## config.mk

```make
export PLATFORM = sky130hd
export DESIGN_NAME = sprite_tex_loader
export DESIGN_NICKNAME = d
export VERILOG_FILES = /design/src/rtl/sprite_tex_loader.sv
export SDC_FILE = /design/constraint.sdc
export NUM_CORES = 1
export LEC_CHECK = 0
export CAP_MARGIN = 15
export CORE_ASPECT_RATIO = 1.4
export CORE_MARGIN = 4
export CORE_UTILIZATION = 55
export CTS_BUF_LIST = sky130_fd_sc_hd__clkbuf_8 sky130_fd_sc_hd__clkbuf_16
export CTS_CLUSTER_SIZE = 20
export DETAILED_ROUTE_END_ITERATION = 8
export PLACE_DENSITY = 0.84
export SETUP_SLACK_MARGIN = 0.1
export SYNTH_ARGS = -nofsm -noshare
export SYNTH_HDL_FRONTEND = slang
export SYNTH_SLANG_ARGS = --single-unit
```

## constraint.sdc

```tcl
create_clock -name clk -period 3 [get_ports clk]
set_input_delay 0.6 -clock clk [delete_from_list [all_inputs] [get_ports clk]]
set_output_delay 0.6 -clock clk [all_outputs]
set_load 0.05 [all_outputs]
```

## src/rtl/sprite_tex_loader.sv

```systemverilog
// Sprite texture loader: packs an SD-card byte stream into RGB565 words and
// writes the bird image, then the pipe image, into their texture RAMs.
module sprite_tex_loader #(
  parameter int unsigned BIRD_WORDS     = 5250,
  parameter int unsigned PIPE_WORDS     = 40000,
  parameter bit          LOW_BYTE_FIRST = 1'b1
) (
  input  logic        clk,
  input  logic        rst,
  input  logic        start,
  input  logic        src_valid,
  input  logic [7:0]  src_data,
  output logic        src_ready,
  output logic        bird_load_en,
  output logic [12:0] bird_load_addr,
  output logic        pipe_load_en,
  output logic [15:0] pipe_load_addr,
  output logic [15:0] load_data,
  output logic        busy,
  output logic        load_done
);

  typedef enum logic [1:0] {IDLE, LOAD_BIRD, LOAD_PIPE, DONE} state_e;

  localparam logic [15:0] BIRD_LAST = 16'(BIRD_WORDS - 1);
  localparam logic [15:0] PIPE_LAST = 16'(PIPE_WORDS - 1);

  state_e      state_q;
  logic        phase_q;
  logic [15:0] cnt_q;
  logic [7:0]  hold_q;
  logic        src_ready_q;
  logic        bird_en_q;
  logic [12:0] bird_addr_q;
  logic        pipe_en_q;
  logic [15:0] pipe_addr_q;
  logic [15:0] data_q;
  logic        busy_q;
  logic        done_q;

  logic        xfer;
  logic        word_done;
  logic [15:0] word_d;

  // src_ready_q is high exactly in the two load states, so it doubles as the
  // "loading" qualifier for a byte transfer.
  assign xfer      = src_valid && src_ready_q;
  assign word_done = xfer && phase_q;
  assign word_d    = LOW_BYTE_FIRST ? {src_data, hold_q} : {hold_q, src_data};

  always_ff @(posedge clk) begin
    // NOTE: every register here, including the byte holding register, is
    // cleared by reset so an aborted load cannot leave a stale half-word.
    if (rst) begin
      state_q     <= IDLE;
      phase_q     <= 1'b0;
      cnt_q       <= '0;
      hold_q      <= '0;
      src_ready_q <= 1'b0;
      bird_en_q   <= 1'b0;
      bird_addr_q <= '0;
      pipe_en_q   <= 1'b0;
      pipe_addr_q <= '0;
      data_q      <= '0;
      busy_q      <= 1'b0;
      done_q      <= 1'b0;
    end else begin
      bird_en_q <= 1'b0;
      pipe_en_q <= 1'b0;

      if (xfer) begin
        phase_q <= ~phase_q;
        if (!phase_q) hold_q <= src_data;
      end
      if (word_done) data_q <= word_d;

      case (state_q)
        IDLE, DONE: begin
          if (start) begin
            state_q     <= LOAD_BIRD;
            cnt_q       <= '0;
            phase_q     <= 1'b0;
            done_q      <= 1'b0;
            src_ready_q <= 1'b1;
            busy_q      <= 1'b1;
          end
        end
        LOAD_BIRD: begin
          if (word_done) begin
            bird_en_q   <= 1'b1;
            bird_addr_q <= cnt_q[12:0];
            if (cnt_q == BIRD_LAST) begin
              state_q <= LOAD_PIPE;
              cnt_q   <= '0;
            end else begin
              cnt_q <= cnt_q + 16'd1;
            end
          end
        end
        LOAD_PIPE: begin
          if (word_done) begin
            pipe_en_q   <= 1'b1;
            pipe_addr_q <= cnt_q;
            cnt_q       <= cnt_q + 16'd1;
            if (cnt_q == PIPE_LAST) begin
              state_q     <= DONE;
              src_ready_q <= 1'b0;
              busy_q      <= 1'b0;
              done_q      <= 1'b1;
            end
          end
        end
        default: state_q <= IDLE;
      endcase
    end
  end

  assign src_ready      = src_ready_q;
  assign bird_load_en   = bird_en_q;
  assign bird_load_addr = bird_addr_q;
  assign pipe_load_en   = pipe_en_q;
  assign pipe_load_addr = pipe_addr_q;
  assign load_data      = data_q;
  assign busy           = busy_q;
  assign load_done      = done_q;

endmodule

```

==> qor.yml <==
drt:
  drtAntennaViolNets: 0
  drt_first_pass_iters: 4
  detail_route.iter0.violations: 239
  vias: 2763
  route.detailed.drc: 0
  via_per_inst: 5.62
  wl_per_cell_um: 15.4
  totalWireLength_mm: 7.60
setup_path:
  setup.worst_path.class: "in2reg"
  slowest_delay_ns: 0.45
  r2r_start: "cnt_q[6]"
  r2r.worst_path.cells: 5
  slowest_stage: "clkdlybuf4s50_1"
  arrival_ns: 2.61
  startpoint: "src_valid"
  path_cells: "clkdlybuf4s50_1 -> and2_1 -> ha_1 -> o21bai_1 -> nand2_1 -> nand2b_1 -> a21boi_2 -> mux2i_1"
  worst_ep_required_time_ns: 3.23
  worstSetupStartpointType: "input pin"
  critical_path.max_fanout: 12
  cp-end-kind: "flip-flop"
cts:
  cts-root-buf: "clkbuf_8"
  clockBufferDepth: 2
  ctsHoldBuffers: 0
  clock-sinks: 76
  cts_tree: "yes"
  cts_setup_buffers: 0
  clk_pin_slew_ns: 0.08
  htreeDepth: 3
  cts-resized-gates: 0
  numCtsBuffers: 9
  clock_latency_ns: 0.36
final_layout:
  fill_cells: 450
  fin_area_um2: 3960
  final_util_pct: 71.1
  areaGrowthSynthToFinish_pct: 24.6
  antenna_cells: 0
  multiInputGateArea_um2: 1500
  drive_gt1_share_pct: 6.37
  regArea_um2: 1520
  finalNetCount: 438
  final_cells: 492
logic_synthesis:
  synth.most_common_cell: "nand2_1"
  synth_warnings: 0
  syn_nets: 390
  synth_cell_type_count: 41
  syn_inst: 371
  syn_area_um2: 3180
  async_reset_ff_share_pct: 0
  synthFlopType: "dfxtp_1"
  synth_top_cell_by_area: "dfxtp_1"
  synth_edf_count: 0
  yosysTopAreaCellShare_pct: 47.9
  syn_area_per_cell_um2: 8.57
  seq_area_frac_synth_pct: 47.9
  synth-seq-cells: 76
  synth.area.top_cells: "dfxtp_1, nand2_1, mux2i_1"
  netlist_top_cells_count: "nand2_1, dfxtp_1, a21oi_1"
placed_design:
  portBuffers: 61
  dp_slack_ns: 0.355
  gp_congestion: 0.890
  dp.cells: 476
  placed_area_um2: 3770
  post-dp-hpwl_mm: 5.21
worst_hold_path:
  min_path_type: "reg2reg"
  whs_path_depth: 2
  hp-start: "bird_load_addr[8]"
die:
  ios: 62
  die_h_um: 97.9
  coreArea_um2: 5570
  start_util_pct: 57.1
  die_w_um: 72.2
  dieArea_um2: 7080
  rows: 32
timing:
  max_freq_mhz: 421
  rsz0062_at_grt: "no"
  skew_ns: 0.00834
  period_share_pct: 79.2
  slew_headroom_pct: 50.3
  hold_violations: 0
  hold_ws_ns: 0.455
  finalSetupTns_ns: 0
  post-route-worst-setup-slack_ns: 0.623
  worstMarginPinSlew_ns: 0.746
  min_period_ns: 2.38
  slew_viol_final: 0
  setup_viol: 0
power_and_ir_drop:
  p_total_mw: 2.37
  ir_drop_v: 0.000461
  pwr_density_cell_nw_per_um2: 598
  p_leak_nw: 1.33
global_route:
  grt_max_degree: 42
  grt_pass1_wl_mm: 12.6
  antenna_found_initial: 0
  grt_pass1_vias: 2661
  track_usage_pct: 22.6
  grt-ovfl-total: 0
flow_run:
  drv_cap: 0
status:
  status: "complete, no violations"
critical path: cells and delay by family:
| family | cells | cell delay (ns) |
|---|---|---|
| adders and majority gates | 1 | 0.31 |
| AOI/OAI and AO/OA | 2 | 0.47 |
| buffers and inverters | 1 | 0.45 |
| muxes | 1 | 0.10 |
| and+or+nand+nor | 3 | 0.67 |
where the power goes:
part | leakage [nW] | switching, mW | internal, mW
combinational | 0.618 | 0.333 | 0.193
sequential | 0.613 | 0.0325 | 1.05
clock | 0.0968 | 0.377 | 0.381
metal layers:
layer  GRT usage, %  part of all wire [%]  up-vias
met5              0                     0        -
met4           9.99                   2.1        0
met3           5.15                   6.1       13
met2           38.9                    52       93
met1           26.2                    39     1294
li1               -                     -     1363
final timing paths:
| kind | endpoint | slack [ns] |
|---|---|---|
| max reg2reg | state_q[1] | 0.71 |
| min reg2reg | bird_load_addr[8] | 0.45 |
| max | cnt_q[10] | 0.62 |
| min | bird_load_addr[8] | 0.45 |
registers in the layout, indices dropped and copies added (netlist names):
signal,flops
bird_load_addr,13
cnt_q,16
busy,1
bird_load_en,1
hold_q,8
phase_q,1
pipe_load_addr,16
load_done,1
pipe_load_en,1
state_q,2
load_data,16
logic make-up after synthesis:
logic type | count (synthesis) | synth area share, %
and+or+nand+nor | 152 | 21.4
DFF | 76 | 47.9
adders and majority gates | 7 | 2.76
buffers and inverters | 35 | 5.08
muxes | 27 | 8.50
AOI/OAI and AO/OA | 74 | 14.4
layout by cell type (no fill, tap or decap), types with 2 or more instances in the layout:
master and instances:
buf_4 5, o21ai_0 6, or2b_1 2, clkinvlp_4 2, nor2b_1 2, and3_1 4, a41oi_1 2, a21boi_2 2
o41ai_1 2, inv_1 7, nand3b_1 2, nand2_1 78, nor2_1 34, clkinv_2 2, clkbuf_8 9, dfxtp_1 76
nand4_1 4, a31oi_1 13, a211oi_1 2, ha_1 7, nand2b_1 3, nor3_1 4, clkdlybuf4s50_1 60, nand3_1 9
o21ai_1 3, and2_1 3, a21oi_1 39, mux2i_1 27
layout make-up:
type / instances / area share (%)
clock buffer: 9 / 3.13
clock inverter: 7 / 1.71
inverter: 6 / 0.569
multi-input combinational: 260 / 37.8
sequential: 76 / 38.4
tap: 68 / 2.15
timing repair buffer: 66 / 16.2
Note: power is estimated with default switching activity, not from simulation.
==> variant, RTL diff (same flow settings) <==
Compare `cnt_q` against `PIPE_LAST` with >= in place of ==.
--- a/src/rtl/sprite_tex_loader.sv
+++ b/src/rtl/sprite_tex_loader.sv
@@ -104,3 +104,3 @@
             cnt_q       <= cnt_q + 16'd1;
-            if (cnt_q == PIPE_LAST) begin
+            if (cnt_q >= PIPE_LAST) begin
               state_q     <= DONE;
Check against the original RTL: same outputs for any inputs over 10 cycles, from zero or initial values and one cycle with rst high; that may be too few to reach the edited logic, so the function may still have changed.
==> variant against the unedited design <==
First-iteration DRC count decreased by 38%. Wire length fell by 7.7%. Cell area down 0.95%. Sequential share of layout area rose by 0.37 points. Cell count is 2.4% lower. Sequential cell count is the same. Synthesized area down 2.6%. Power decreased by 0.14%. Worst setup slack improved by 0.025 ns. Critical path type unchanged. Highest routed layer unchanged.
==> variant: results (changes against the unedited design) <==
metric;value;unit;change
cts_setup_buffers;0;;unchanged
grt_use_total;21.5;%;-1.1 points
synth_area_leaders;dfxtp_1, nand2_1, mux2i_1;;
ctsResizeCount;0;;unchanged
vias;2565;;-7.2%
gp_congestion;0.869;;-2.4%
nets;426;;-2.7%
synthAdderAreaFrac;2.83;%;+0.075 points
numCtsBuffers;9;;unchanged
wl_per_cell;14.6;um;-5.4%
h-tree-depth;3;;unchanged
synth_cell_type_count;40;;-2.4%
drt-pass1-iter-count;4;;unchanged
critPathArrivalTime;2.61;ns;about the same
place_area;3700;sq um;-1.9%
vdd_drop_max;523;uV;+13%
synth_compound_area_share;9.75;%;-4.6 points
grt_pass1_vias;2651;;-0.38%
clk_pin_slew;0.07;ns;
ys_async_sr_fraction;0;%;unchanged
power_density;603;nW/um^2;+0.81%
clock_skew;0.00483;ns;-0.00351 ns
drive_above_1_share;7.28;%;+0.91 points
cts_max_path_buffers;2;;unchanged
grt_first_pass_wirelength;11800;um;-6.4%
cts_root_buf;clkbuf_8;;
dp_hpwl;4890;um;-6.1%
critPathMaxFanout;9;;-3
syn_nets;371;;-4.9%
fill_cells;419;;-6.9%
worst_slew_pin_slew;0.602;ns;-0.144 ns
status;finished, final reports clean;;
grt_max_degree;34;;-19%
dp_slack;0.289;ns;-0.0662 ns
drt_iter0_markers;148;;-38%
ys_seq_area_share;49.2;%;+1.3 points
p_leak;1.30;nW;-1.9%
synthMuxAreaShare;7.76;%;-0.74 points
synthXorXnorAreaFrac;3.40;%;+3.4 points
synth_commonest_cells;dfxtp_1, nand2_1, nor2_1;;
==> variant: cells by family (layout without fill, tap and decap cells) <==
| logic type | count (synthesis) | count (layout) |
|---|---|---|
| and+or+nand+nor | 151 | 151 |
| DFF | 76 | 76 |
| AOI/OAI and AO/OA | 51 | 51 |
| buffers and inverters | 31 | 91 |
| muxes | 24 | 24 |
| xor gates and xnor gates | 12 | 12 |
| adders and majority gates | 7 | 7 |
==> variant: final cells by class <==
class | count | share of cell area (%)
flip-flops and latches | 76 | 38.8
multi-input cells | 245 | 36.2
repair buffers | 64 | 16.0
clock buffers | 10 | 3.51
clock inverters | 6 | 2.23
well taps | 68 | 2.17
inverters | 11 | 1.05
==> variant: per-stage QoR <==
| step | power (mW) | std cells | hold slack (ns) |
|---|---|---|---|
| 2_1_floorplan | 1.43 | 352 | 0.460 |
| 3_3_place_gp | 1.50 | 464 | 0.441 |
| 3_5_place_dp | 1.51 | 464 | 0.447 |
| 4_1_cts | 2.37 | 480 | 0.457 |
| 5_1_grt | 2.46 | 480 | 0.473 |
| 6_report | 2.36 | 480 | 0.454 |
==> variant: where the power goes <==
| part | leakage [nW] | switching [mW] | internal (mW) |
|---|---|---|---|
| Clock | 0.116 | 0.375 | 0.491 |
| Sequential | 0.613 | 0.0333 | 1.05 |
| Combinational | 0.573 | 0.264 | 0.154 |
| Total | 1.30 | 0.673 | 1.69 |
==> variant: critical path, cell delays in order <==
cell	delay, ns
clkdlybuf4s50_1	0.44
and2_1	0.15
ha_1	0.30
o21bai_1	0.27
nand2_1	0.23
nor2_1	0.26
a21oi_1	0.10
a311oi_1	0.26
==> variant: per-layer routing <==
metal	wire length, um	up-vias	GRT usage [%]	share of wire (%)
li1	-	1283	-	-
met1	2840	1184	23.6	40
met2	3570	78	37.0	51
met3	408	20	5.20	5.8
met4	202	0	11.9	2.9
met5	0	-	0	0
==> variant: final timing paths <==
check / from / end / slack, ns / depth (start not counted)
max: src_valid / state_q[0]$_SDFFE_PP0P_ / 0.65 / 8
min: pipe_load_addr[12]$_SDFFE_PP0P_ / pipe_load_addr[12]$_SDFFE_PP0P_ / 0.45 / 2
max reg2reg: busy$_SDFFE_PP0P_ / state_q[0]$_SDFFE_PP0P_ / 0.94 / 7
min reg2reg: pipe_load_addr[12]$_SDFFE_PP0P_ / pipe_load_addr[12]$_SDFFE_PP0P_ / 0.45 / 2
